==> src/rtl/pc_next_unit.sv <==
// pc_next_unit: fetch-stage PC register and next-PC sequencer.
// Forms branch and jump targets, issues fetch requests over valid/ready,
// and parks a redirect in pend_pc while fetch cannot advance so that the
// fetch address stays stable under back-pressure.
module pc_next_unit #(
    parameter logic [31:0] RESET_PC = 32'h0000_0000,
    parameter int          CNT_W    = 32
) (
    input  logic             clk_i,
    input  logic             rst_i,
    input  logic             stall_i,
    input  logic             br_taken_i,
    input  logic [31:0]      br_pc4_i,
    input  logic [31:0]      br_offset_sl2_i,
    input  logic             jump_i,
    input  logic [31:0]      jump_pc4_i,
    input  logic [25:0]      jump_index_i,
    input  logic             imem_ready_i,
    output logic             imem_valid_o,
    output logic [31:0]      pc_o,
    output logic [31:0]      pc_plus4_o,
    output logic             redirect_o,
    output logic [CNT_W-1:0] fetch_cnt_o
);

    typedef enum logic [1:0] {
        BOOT = 2'd0,
        RUN  = 2'd1,
        HOLD = 2'd2
    } state_t;

    // Redirect request resolved for this cycle.
    typedef struct packed {
        logic        vld;
        logic [31:0] tgt;
    } redir_t;

    state_t             state_q, state_nxt;
    logic [31:0]        pc_q, pc_nxt;
    logic [31:0]        pc4_q, pc4_nxt;
    logic [31:0]        pend_q, pend_nxt;
    logic               redir_q, redir_nxt;
    logic [CNT_W-1:0]   cnt_q, cnt_nxt;

    logic               adv;
    logic [31:0]        br_tgt;
    logic [31:0]        j_tgt;
    redir_t             ev;
    logic [31:0]        hold_tgt;

    // Request is valid in every state except the single post-reset cycle.
    assign imem_valid_o = (state_q != BOOT);
    assign adv          = imem_valid_o & imem_ready_i & ~stall_i;

    // Target arithmetic; carries out of bit 31 are dropped.
    assign br_tgt = br_pc4_i + br_offset_sl2_i;
    assign j_tgt  = {jump_pc4_i[31:28], jump_index_i, 2'b00};

    // Branch is the older instruction, so it wins over a same-cycle jump.
    assign ev.vld = br_taken_i | jump_i;
    assign ev.tgt = br_taken_i ? br_tgt : j_tgt;

    // Leaving HOLD: a fresh redirect supersedes the parked one.
    assign hold_tgt = ev.vld ? ev.tgt : pend_q;

    // Next-state and next-register values.
    always_comb begin
        state_nxt = state_q;
        pc_nxt    = pc_q;
        pc4_nxt   = pc4_q;
        pend_nxt  = pend_q;
        redir_nxt = 1'b0;
        cnt_nxt   = adv ? cnt_q + CNT_W'(1) : cnt_q;

        case (state_q)
            BOOT: begin
                // No request outstanding, so a redirect can land directly.
                state_nxt = RUN;
                if (ev.vld) begin
                    pc_nxt    = ev.tgt;
                    pc4_nxt   = ev.tgt + 32'd4;
                    redir_nxt = 1'b1;
                end
            end
            RUN: begin
                if (ev.vld) begin
                    if (adv) begin
                        pc_nxt    = ev.tgt;
                        pc4_nxt   = ev.tgt + 32'd4;
                        redir_nxt = 1'b1;
                    end else begin
                        // Request still pending: keep pc_o stable, park target.
                        pend_nxt  = ev.tgt;
                        state_nxt = HOLD;
                    end
                end else if (adv) begin
                    pc_nxt  = pc4_q;
                    pc4_nxt = pc4_q + 32'd4;
                end
            end
            HOLD: begin
                if (adv) begin
                    pc_nxt    = hold_tgt;
                    pc4_nxt   = hold_tgt + 32'd4;
                    redir_nxt = 1'b1;
                    state_nxt = RUN;
                end else if (ev.vld) begin
                    pend_nxt = ev.tgt;
                end
            end
            default: begin
                state_nxt = BOOT;
            end
        endcase
    end

    // State and datapath registers with synchronous reset.
    always_ff @(posedge clk_i) begin
        if (rst_i) begin
            state_q <= BOOT;
            pc_q    <= RESET_PC;
            pc4_q   <= RESET_PC + 32'd4;
            pend_q  <= '0;
            redir_q <= 1'b0;
            cnt_q   <= '0;
        end else begin
            state_q <= state_nxt;
            pc_q    <= pc_nxt;
            pc4_q   <= pc4_nxt;
            pend_q  <= pend_nxt;
            redir_q <= redir_nxt;
            cnt_q   <= cnt_nxt;
        end
    end

    assign pc_o        = pc_q;
    assign pc_plus4_o  = pc4_q;
    assign redirect_o  = redir_q;
    assign fetch_cnt_o = cnt_q;

endmodule

==> config.mk <==
export PLATFORM = sky130hd
export DESIGN_NAME = pc_next_unit
export DESIGN_NICKNAME = d
export VERILOG_FILES = /design/src/rtl/pc_next_unit.sv
export SDC_FILE = /design/constraint.sdc
export NUM_CORES = 1
export LEC_CHECK = 0
export ABC_AREA = 1
export CELL_PAD_IN_SITES_DETAIL_PLACEMENT = 1
export CELL_PAD_IN_SITES_GLOBAL_PLACEMENT = 1
export CORE_MARGIN = 3
export CORE_UTILIZATION = 39
export CTS_BUF_LIST = sky130_fd_sc_hd__clkbuf_4 sky130_fd_sc_hd__clkbuf_8 sky130_fd_sc_hd__clkbuf_16
export CTS_CLUSTER_SIZE = 24
export DETAILED_ROUTE_END_ITERATION = 8
export GPL_ROUTABILITY_DRIVEN = 1
export PLACE_DENSITY = 0.9
export SLEW_MARGIN = 30
export SYNTH_ARGS = -nofsm -noshare
export SYNTH_HDL_FRONTEND = slang
export SYNTH_SLANG_ARGS = --single-unit
==> constraint.sdc <==
create_clock -name clk_i -period 9.8 [get_ports clk_i]
set_input_delay 1.47 -clock clk_i [delete_from_list [all_inputs] [get_ports clk_i]]
set_output_delay 1.47 -clock clk_i [all_outputs]
set_load 0.03 [all_outputs]
Word level (Yosys, flattened, before mapping)
Index checks and enable logic that the tools add are counted.
{"block": "word_totals", "n_memories": 0, "output_inout_bits": 98, "latchBits": 0, "wordCells": 56, "ff_bits": 131, "rom_bits": 0, "ram_bits": 0}
{"block": "op_classes", "reduce_logical": 7, "n_mul": 0, "add_sub_neg": 5, "n_lt_le_gt_ge": 0, "n_div": 0, "bitwise": 4, "eq_ne": 8, "n_shift": 0, "n_mux": 26}
{"op": "32-bit 2-to-1 mux", "count": 15}
{"op": "32-bit one-hot mux with 3 select lines", "count": 2}
{"op": "32-bit by 3-bit adder with 32-bit output (second input constant)", "count": 3}
{"op": "32-bit one-hot mux with 2 select lines", "count": 1}
{"op": "32-bit by 1-bit adder with 32-bit output (second input constant)", "count": 1}
{"op": "32-bit adder", "count": 1}
{"op": "2-bit != test (second input constant)", "count": 6}
{"op": "4-bit AND reduction", "count": 2}
{"op": "2-bit 2-to-1 mux", "count": 3}
{"op": "2-bit one-hot mux with 3 select lines", "count": 1}
{"op": "2-bit nonzero test", "count": 2}
{"op": "1-bit 2-to-1 mux", "count": 3}
{"op": "1-bit one-hot mux with 3 select lines", "count": 1}
{"op": "3-bit AND reduction", "count": 1}
{"op": "3-bit nonzero test", "count": 1}
{"op": "1-bit AND", "count": 2}
{"op": "2-bit by 1-bit equality test with 1-bit output (second input constant)", "count": 1}
{"op": "2-bit equality test (second input constant)", "count": 1}
{"op": "2-bit logical NOT", "count": 1}
{"op": "1-bit NOT", "count": 1}
{"op": "1-bit OR", "count": 1}

Logic depth before layout (Yosys ltp)
Gate-level depths: netlist of the first run.
{"block": "logic_depth", "ltp_word": 6, "mapped_depth": 27, "mapped_depth_nobuf": 26}

Worst setup path after synthesis of the first run
OpenSTA, ideal clock, no wires.
{"block": "synth_timing", "path_kind": "input port to flip-flop", "start": "input br_pc4_i[0]", "end": "register pc4_q[28] (netlist: pc_plus4_o[28])", "path_slack_ns": 5.695, "t_required_ns": 9.666, "stages": 21, "setup_time_ns": 0.134, "t_arrival_ns": 3.971, "path_cell_list": "ha_1 -> fa_1 -> a21oi_2 -> o21ai_1 -> o21ai_2 -> ha_1 -> inv_1 -> nor2_1 -> nand2_1 -> nor2_2 -> nand3_2 -> nor2_1 -> nand3_1 -> nor2_2 -> nand3_1 -> nand3_1 -> nand2_1 -> inv_1 -> nand2_1 -> nand2_1 -> a21oi_1"}
{"block": "synth_via", "elab_chain_len": 6, "word_cells_on_any_way": 10}
{"element": "start: declaration", "line_no": "13", "source": "input logic [31:0] br_pc4_i,"}
{"element": "32-bit adder *", "line_no": "56", "source": "assign br_tgt = br_pc4_i + br_offset_sl2_i;"}
{"element": "32-bit 2-to-1 mux *", "line_no": "61", "source": "assign ev.tgt = br_taken_i ? br_tgt : j_tgt;"}
{"element": "32-bit 2-to-1 mux / 32-bit by 3-bit adder with 32-bit output (equally long branches)"}
{"element": "32-bit by 3-bit adder with 32-bit output / 32-bit 2-to-1 mux (equally long branches)", "line_no": "104, 87"}
{"element": "32-bit 2-to-1 mux (on tied branches)", "line_no": "102, 86"}
{"element": "32-bit one-hot mux with 3 select lines *", "line_no": "75", "source": "case (state_q)"}
{"element": "end signal: assignment", "line_no": "122", "source": "pc4_q <= RESET_PC + 32'd4;"}
{"element": "end signal: assignment", "line_no": "129", "source": "pc4_q <= pc4_nxt;"}
{"element": "end: declaration", "line_no": "40", "source": "logic [31:0] pc4_q, pc4_nxt;"}
Every way passes the cells marked *; elsewhere a longest branch is shown, timed or not. The select of a mux whose other input is x is not followed.
A chain may end at the register's enable or synchronous reset.

Worst setup path after layout of the first run
{"block": "layout_timing", "start": "input br_taken_i", "end": "register pc4_q[28] (netlist: pc_plus4_o[28])"}
{"block": "layout_via", "elab_chain_len": 5, "word_cells_on_any_way": 12}
{"element": "start: declaration", "line_no": "12", "source": "input logic br_taken_i,"}
{"element": "32-bit 2-to-1 mux / 1-bit OR (equally long branches)", "line_no": "61, 60"}
{"element": "32-bit 2-to-1 mux / 32-bit by 3-bit adder with 32-bit output (equally long branches)"}
{"element": "32-bit by 3-bit adder with 32-bit output / 32-bit 2-to-1 mux (equally long branches)", "line_no": "104, 87"}
{"element": "32-bit 2-to-1 mux (on tied branches)", "line_no": "102, 86"}
{"element": "32-bit one-hot mux with 3 select lines", "line_no": "75"}
Several ways; a longest one is shown, not always the timed one. The select of a mux whose other input is x is not followed.

==> flow_summary.json, run 1 <==
{
  "final_common_cell": "nand2_1",
  "seqPwrFrac_pct": 24.4,
  "via_per_inst": 5.71,
  "critPathArrivalTime_ns": 5.57,
  "p_per_area_mw_per_mm2": 247,
  "slowest_delay_ns": 0.65,
  "ys.warnings.count": 0,
  "cts_setup_buffers": 0,
  "worstPathRequired_ns": 10.17,
  "grt_pass1_wl_um": 83500,
  "grt_max_degree": 80,
  "irDropWorstVdd_v": 0.000251,
  "ant_nets": 0,
  "drv_cap": 0,
  "crit_buf_inv": 4,
  "cp-start-kind": "primary input",
  "finClkSkew_ns": 0.0116,
  "areaGrowthSynthToFinish_pct": 23.4,
  "post_synth.cell_area_avg_um2": 5.61,
  "end_kind": "register",
  "vias": 15500,
  "gp_congestion": 0.976,
  "tightest_slew_ns": 1.02,
  "wl_per_cell_um": 19.4,
  "cp_max_fo": 79,
  "yosys_register_bits": 131,
  "async_flop_share_pct": 0,
  "outcome": "finished, final reports clean",
  "htree_levels": 4,
  "cts_tree": "yes",
  "swShare_pct": 52.0,
  "clkSinkCount": 131,
  "fin_nets": 2481,
  "io_buffer_count": 197,
  "synth_area_leaders": "dfxtp_1 22%, nand2_1 21%, inv_1 8.4%",
  "synth_top_cell_by_area": "dfxtp_1",
  "setup_tns_ns": 0,
  "yosysSeqAreaShare_pct": 21.6,
  "hp-class": "reg -> reg",
  "setup_viol": 0,
  "root_buffer": "clkbuf_16",
  "seqCellArea_mm2": 0.00262,
  "place_inst": 2684,
  "crit_family": "simple AND/OR/NAND/NOR gates",
  "initial_utilization_pct": 40.2,
  "critPathKind": "in -> reg",
  "syn_nets": 2329,
  "crit_path_cell_trace": "buf_2 -> buf_4 -> nor2_4 -> inv_2 -> buf_4 -> nand3_1 -> nand2_1 -> ha_1 -> nand2_1 -> nor2_1 -> nand2_1 -> nor2_1 -> nand2_1 -> nor2_1 -> nand2_1 -> nor2_1 -> nand2_1 -> nand2_1 -> nand3_1 -> nand2_1 -> nand2_1 -> a21oi_1",
  "cts_buffers": 17,
  "drc_errors": 0,
  "multi_input_area_mm2": 0.00810,
  "coreArea_mm2": 0.0301,
  "maxSlewHeadroom_pct": 31.9,
  "firstDrtPassIters": 5,
  "routed_wirelength_um": 52700,
  "stdcell_count": 2715,
  "p_leak_uw": 0.00665,
  "cts_hold_buf": 0,
  "fp.dieW_um": 182,
  "antenna_found_initial": 0,
  "ios": 226,
  "drive_gt1_share_pct": 6.54,
  "cts_buffer_depth": 2,
  "min_period_over_period_pct": 53.1,
  "final_cell_mix": "693 x nand2_1, 270 x inv_1, 195 x clkdlybuf4s50_1",
  "synth-main-ff-cell": "dfxtp_1",
  "combPwrFrac_pct": 57.7,
  "fp-row-count": 63,
  "hold_viol_final": 0,
  "clkLatencyLatePin_ns": 0.45,
  "post_cts_resized": 0,
  "synth_top_area_share_pct": 21.6,
  "p_int_uw": 1770,
  "die_h_um": 182,
  "max_freq_mhz": 192,
  "ys_types": 54,
  "dieArea_mm2": 0.0332,
  "cp_slowest_cell": "buf_4",
  "path_clk_slew_ns": 0.06,
  "grt.overflow.total": 0,
  "slew_violations": 0,
  "min_period_ns": 5.20,
  "grt_pass1_vias": 16100,
  "synth_area_mm2": 0.0121,
  "diodes": 0,
  "track_usage_pct": 31.1,
  "clkPwrFrac_pct": 17.9,
  "synth_edf_count": 0,
  "num-fill-cells": 4255,
  "rsz0062_at_grt": "false",
  "dp_hpwl_um": 39200,
  "first_iter_violations": 1034,
  "p_sw_uw": 1920,
  "crit_top_cell": "nand2_1",
  "syn-instance-count": 2161
}
[through the flow]
stage / worst slack, ns / instance area, um^2 / power [uW] / utilization [%] / hold WS, ns
floorplan: 5.69 / 12100 / 2180 / - / 0.441
global route: 4.29 / 15000 / 3910 / 49.7 / 0.489
finish: 4.60 / 15000 / 3690 / 49.7 / 0.467
global placement: 4.41 / 14400 / 2900 / 47.7 / 0.451
CTS: 4.68 / 15000 / 3660 / 49.7 / 0.466
detailed placement: 4.27 / 14400 / 2970 / 47.7 / 0.458
[routing by layer]
metal	global-route usage (%)	up-vias	wire length (um)
met5	0	-	0
met1	36.7	7436	21500
li1	-	7352	-
met4	15.6	0	2630
met2	55.1	557	25700
met3	4.09	169	2880
[power by group through the flow]
stage	Combinational (uW)	Clock, uW	Sequential, uW
floorplan	1120	0	1060
global route	2300	691	922
global placement	2010	0	896
finish	2130	660	902
detailed placement	2070	0	901
CTS	2100	664	896
[area by class of cell]
class	instances	share of cell area, %
Clock buffer	18	2.94
Clock inverter	13	0.996
Inverter	292	7.35
Multi-Input combinational cell	1661	54.2
Sequential cell	131	17.5
Tap cell	390	3.26
Timing Repair Buffer	210	13.8
[state kept, by name, summed over array words and instances (netlist names)]
name	count
fetch_cnt_o	32
pc_o	32
state_q	2
pc_plus4_o	32
redirect_o	1
pend_q	32
[cells by family after synthesis]
family,after synthesis,share of synthesized area (%)
AOI/OAI and AO/OA,389,18.1
xor gates and xnor gates,16,1.16
adders and majority gates,40,4.19
buffers and inverters,369,11.7
DFF,131,21.6
and+or+nand+nor,1216,43.2
[synth_stat cells, types with 6 or more instances]
cell / n
nor3_1: 25
o21ai_1: 10
nand2_1: 694
nor2_2: 14
a31oi_1: 63
buf_2: 12
o21ai_0: 128
nand4_1: 32
nand3_1: 186
clkbuf_1: 53
xor2_1: 11
nand2_2: 6
buf_1: 9
or2_2: 38
inv_1: 272
dfxtp_1: 131
inv_2: 17
nor4_1: 6
o211ai_1: 31
nor2_1: 189
a21oi_1: 126
ha_1: 39
[tightest hold or removal path, delay by kind of cell (launching register included)]
family,cells,cell delay [ns]
flops,1,0.31
compound gates,1,0.05
simple gates,1,0.06
[final timing paths]
kind | from | endpoint | slack [ns] | cells past startpoint
setup reg to reg | state_q[0] | pc_o[10] | 5.85 | 11
setup / recovery | br_taken_i | pc_plus4_o[28] | 4.60 | 22
hold reg to reg | pend_q[0] | pend_q[0] | 0.47 | 2
hold / removal | pend_q[0] | pend_q[0] | 0.47 | 2
Note: power is estimated with default switching activity, not from simulation.
==> run 2: changes to the inputs <==
Settings changed: CORE_UTILIZATION 39 to 33, PLACE_DENSITY 0.9 to 0.81.
Clock period 9.8 ns to 4.6 ns, I/O delays scaled along.
==> run 2 against run 1 <==
  * Wire length about the same
  * Critical path depth up 1
  * Clock power grew 110%
  * Hold slack improved by 0.0025 ns
  * Combinational power grew 120%
  * Utilization is 7.3 points lower
  * Largest cell class unchanged
==> flow_summary.json, run 2 (synthesized netlist as in run 1, its figures left out) <==
{
  "outcome": "finished, final reports clean",
  "die_h_um": 198,
  "min_period_over_period_pct": 88.9,
  "wl_per_cell_um": 18.8,
  "htree_levels": 4,
  "critPathArrivalTime_ns": 4.46,
  "rr_endpoint": "pc_plus4_o[28]",
  "io_buffer_count": 197,
  "maxSlewHeadroom_pct": 48.2,
  "routed_wirelength_um": 52800,
  "antenna_found_initial": 0,
  "critPathKind": "in -> reg",
  "drc_errors": 0,
  "diodes": 0,
  "coreArea_mm2": 0.0359,
  "timing.rr.start": "pc_plus4_o[3]",
  "r2r_setup_slack_ns": 1.32,
  "dieArea_mm2": 0.0391,
  "crit_top_cell": "nand2_1",
  "cts_buffer_depth": 2,
  "grt_max_degree": 53,
  "dp_hpwl_um": 40800,
  "via_per_inst": 5.42,
  "end_kind": "register",
  "ios": 226,
  "crit_family": "simple AND/OR/NAND/NOR gates",
  "irDropWorstVdd_v": 0.000381,
  "cp_max_fo": 5,
  "rsz0062_at_grt": "false",
  "crit_cells": 23,
  "crit_path_cell_trace": "clkdlybuf4s50_1 -> ha_1 -> fa_1 -> a21oi_2 -> o21ai_1 -> o21ai_2 -> inv_4 -> o21ai_4 -> ha_1 -> nand2_1 -> nor2_1 -> nand2_1 -> nor2_1 -> nand2_1 -> nor2_1 -> nand2_1 -> nor2_1 -> nand2_1 -> nand2_1 -> nand3_1 -> nand2_1 -> nand2_1 -> a21oi_1",
  "cts_tree": "yes",
  "num-fill-cells": 4924,
  "max_freq_mhz": 244,
  "crit_end": "pc_plus4_o[24]",
  "finClkSkew_ns": 0.0150,
  "min_period_ns": 4.09,
  "areaGrowthSynthToFinish_pct": 25.4,
  "grt.overflow.total": 0,
  "p_leak_uw": 0.00675,
  "vias": 15200,
  "tightest_slew_ns": 0.769,
  "setup_tns_ns": 0,
  "hold_viol_final": 0,
  "slowest_delay_ns": 0.49,
  "fin_nets": 2501,
  "cp-start-kind": "primary input",
  "clkLatencyLatePin_ns": 0.45,
  "drive_gt1_share_pct": 7.29,
  "slew_violations": 0,
  "final_cell_mix": "693 x nand2_1, 269 x inv_1, 195 x clkdlybuf4s50_1",
  "finalPower_uw": 7920,
  "r2r_cells": 18,
  "cts_hold_buf": 0,
  "post_cts_resized": 0,
  "setup_viol": 0,
  "track_usage_pct": 26.6,
  "p_per_area_mw_per_mm2": 521,
  "fp.dieW_um": 198,
  "critPathLaunch": "br_pc4_i[0]",
  "fp-row-count": 69,
  "drv_cap": 0,
  "grt_pass1_wl_um": 83000,
  "cts_buffers": 17,
  "final_common_cell": "nand2_1",
  "clkSinkCount": 131,
  "ant_nets": 0,
  "crit_buf_inv": 2,
  "first_iter_violations": 998,
  "initial_utilization_pct": 33.7,
  "root_buffer": "clkbuf_16",
  "firstDrtPassIters": 5,
  "gp_congestion": 0.942,
  "cp_slowest_cell": "fa_1",
  "cts_setup_buffers": 0,
  "path_clk_slew_ns": 0.06,
  "grt_pass1_vias": 15700,
  "worstPathRequired_ns": 4.97,
  "hp-class": "reg -> reg"
}
[run 2: final cells by class]
class / instances / area, um^2 / area share, %
Clock inverter: 11 / 106 / 0.700
Timing Repair Buffer: 230 / 2250 / 14.8
Clock buffer: 20 / 454 / 2.99
Sequential cell: 131 / 2620 / 17.3
Multi-Input combinational cell: 1661 / 8100 / 53.3
Inverter: 292 / 1100 / 7.23
Tap cell: 461 / 577 / 3.79
[run 2: metal layers]
layer / wire (um) / GRT usage (%) / vias up
met4: 2010 / 10.8 / 0
li1: - / - / 7375
met2: 25800 / 47.4 / 431
met1: 22500 / 32.6 / 7280
met3: 2430 / 2.97 / 114
met5: 0 / 0 / -
[run 2: worst min-delay path by stage]
stage / to / depth (start not counted) / startpoint
6_report: pc_o[18] / 2 / pc_o[18]
2_1_floorplan: pend_q[0] / 2 / pend_q[0]
4_1_cts: pend_q[0] / 2 / pend_q[0]
3_3_place_gp: pend_q[0] / 2 / pend_q[0]
3_5_place_dp: pend_q[0] / 2 / pend_q[0]
5_1_grt: pc_o[14] / 2 / pc_o[14]
[run 2: through the flow]
step	hold slack [ns]	std cells	area, um^2	util [%]	setup slack [ns]
2_1_floorplan	0.441	2161	12100	-	1.27
3_3_place_gp	0.452	2775	14600	40.8	0.249
3_5_place_dp	0.464	2775	14600	40.8	0.105
4_1_cts	0.472	2806	15200	42.3	0.541
5_1_grt	0.493	2806	15200	42.3	0.153
6_report	0.470	2806	15200	42.3	0.509
[run 2: where the power goes]
group,switching [uW],leakage (uW),internal [uW]
logic,3100,0.00540,1550
registers,385,0.00108,1540
clock network,587,0.000270,769
total,4070,0.00675,3850
[run 2: tightest hold or removal path, delay by kind of cell, from the launching register on]
family	cells	cell delay [ns]
compound gates	1	0.05
flops	1	0.31
simple gates	1	0.06
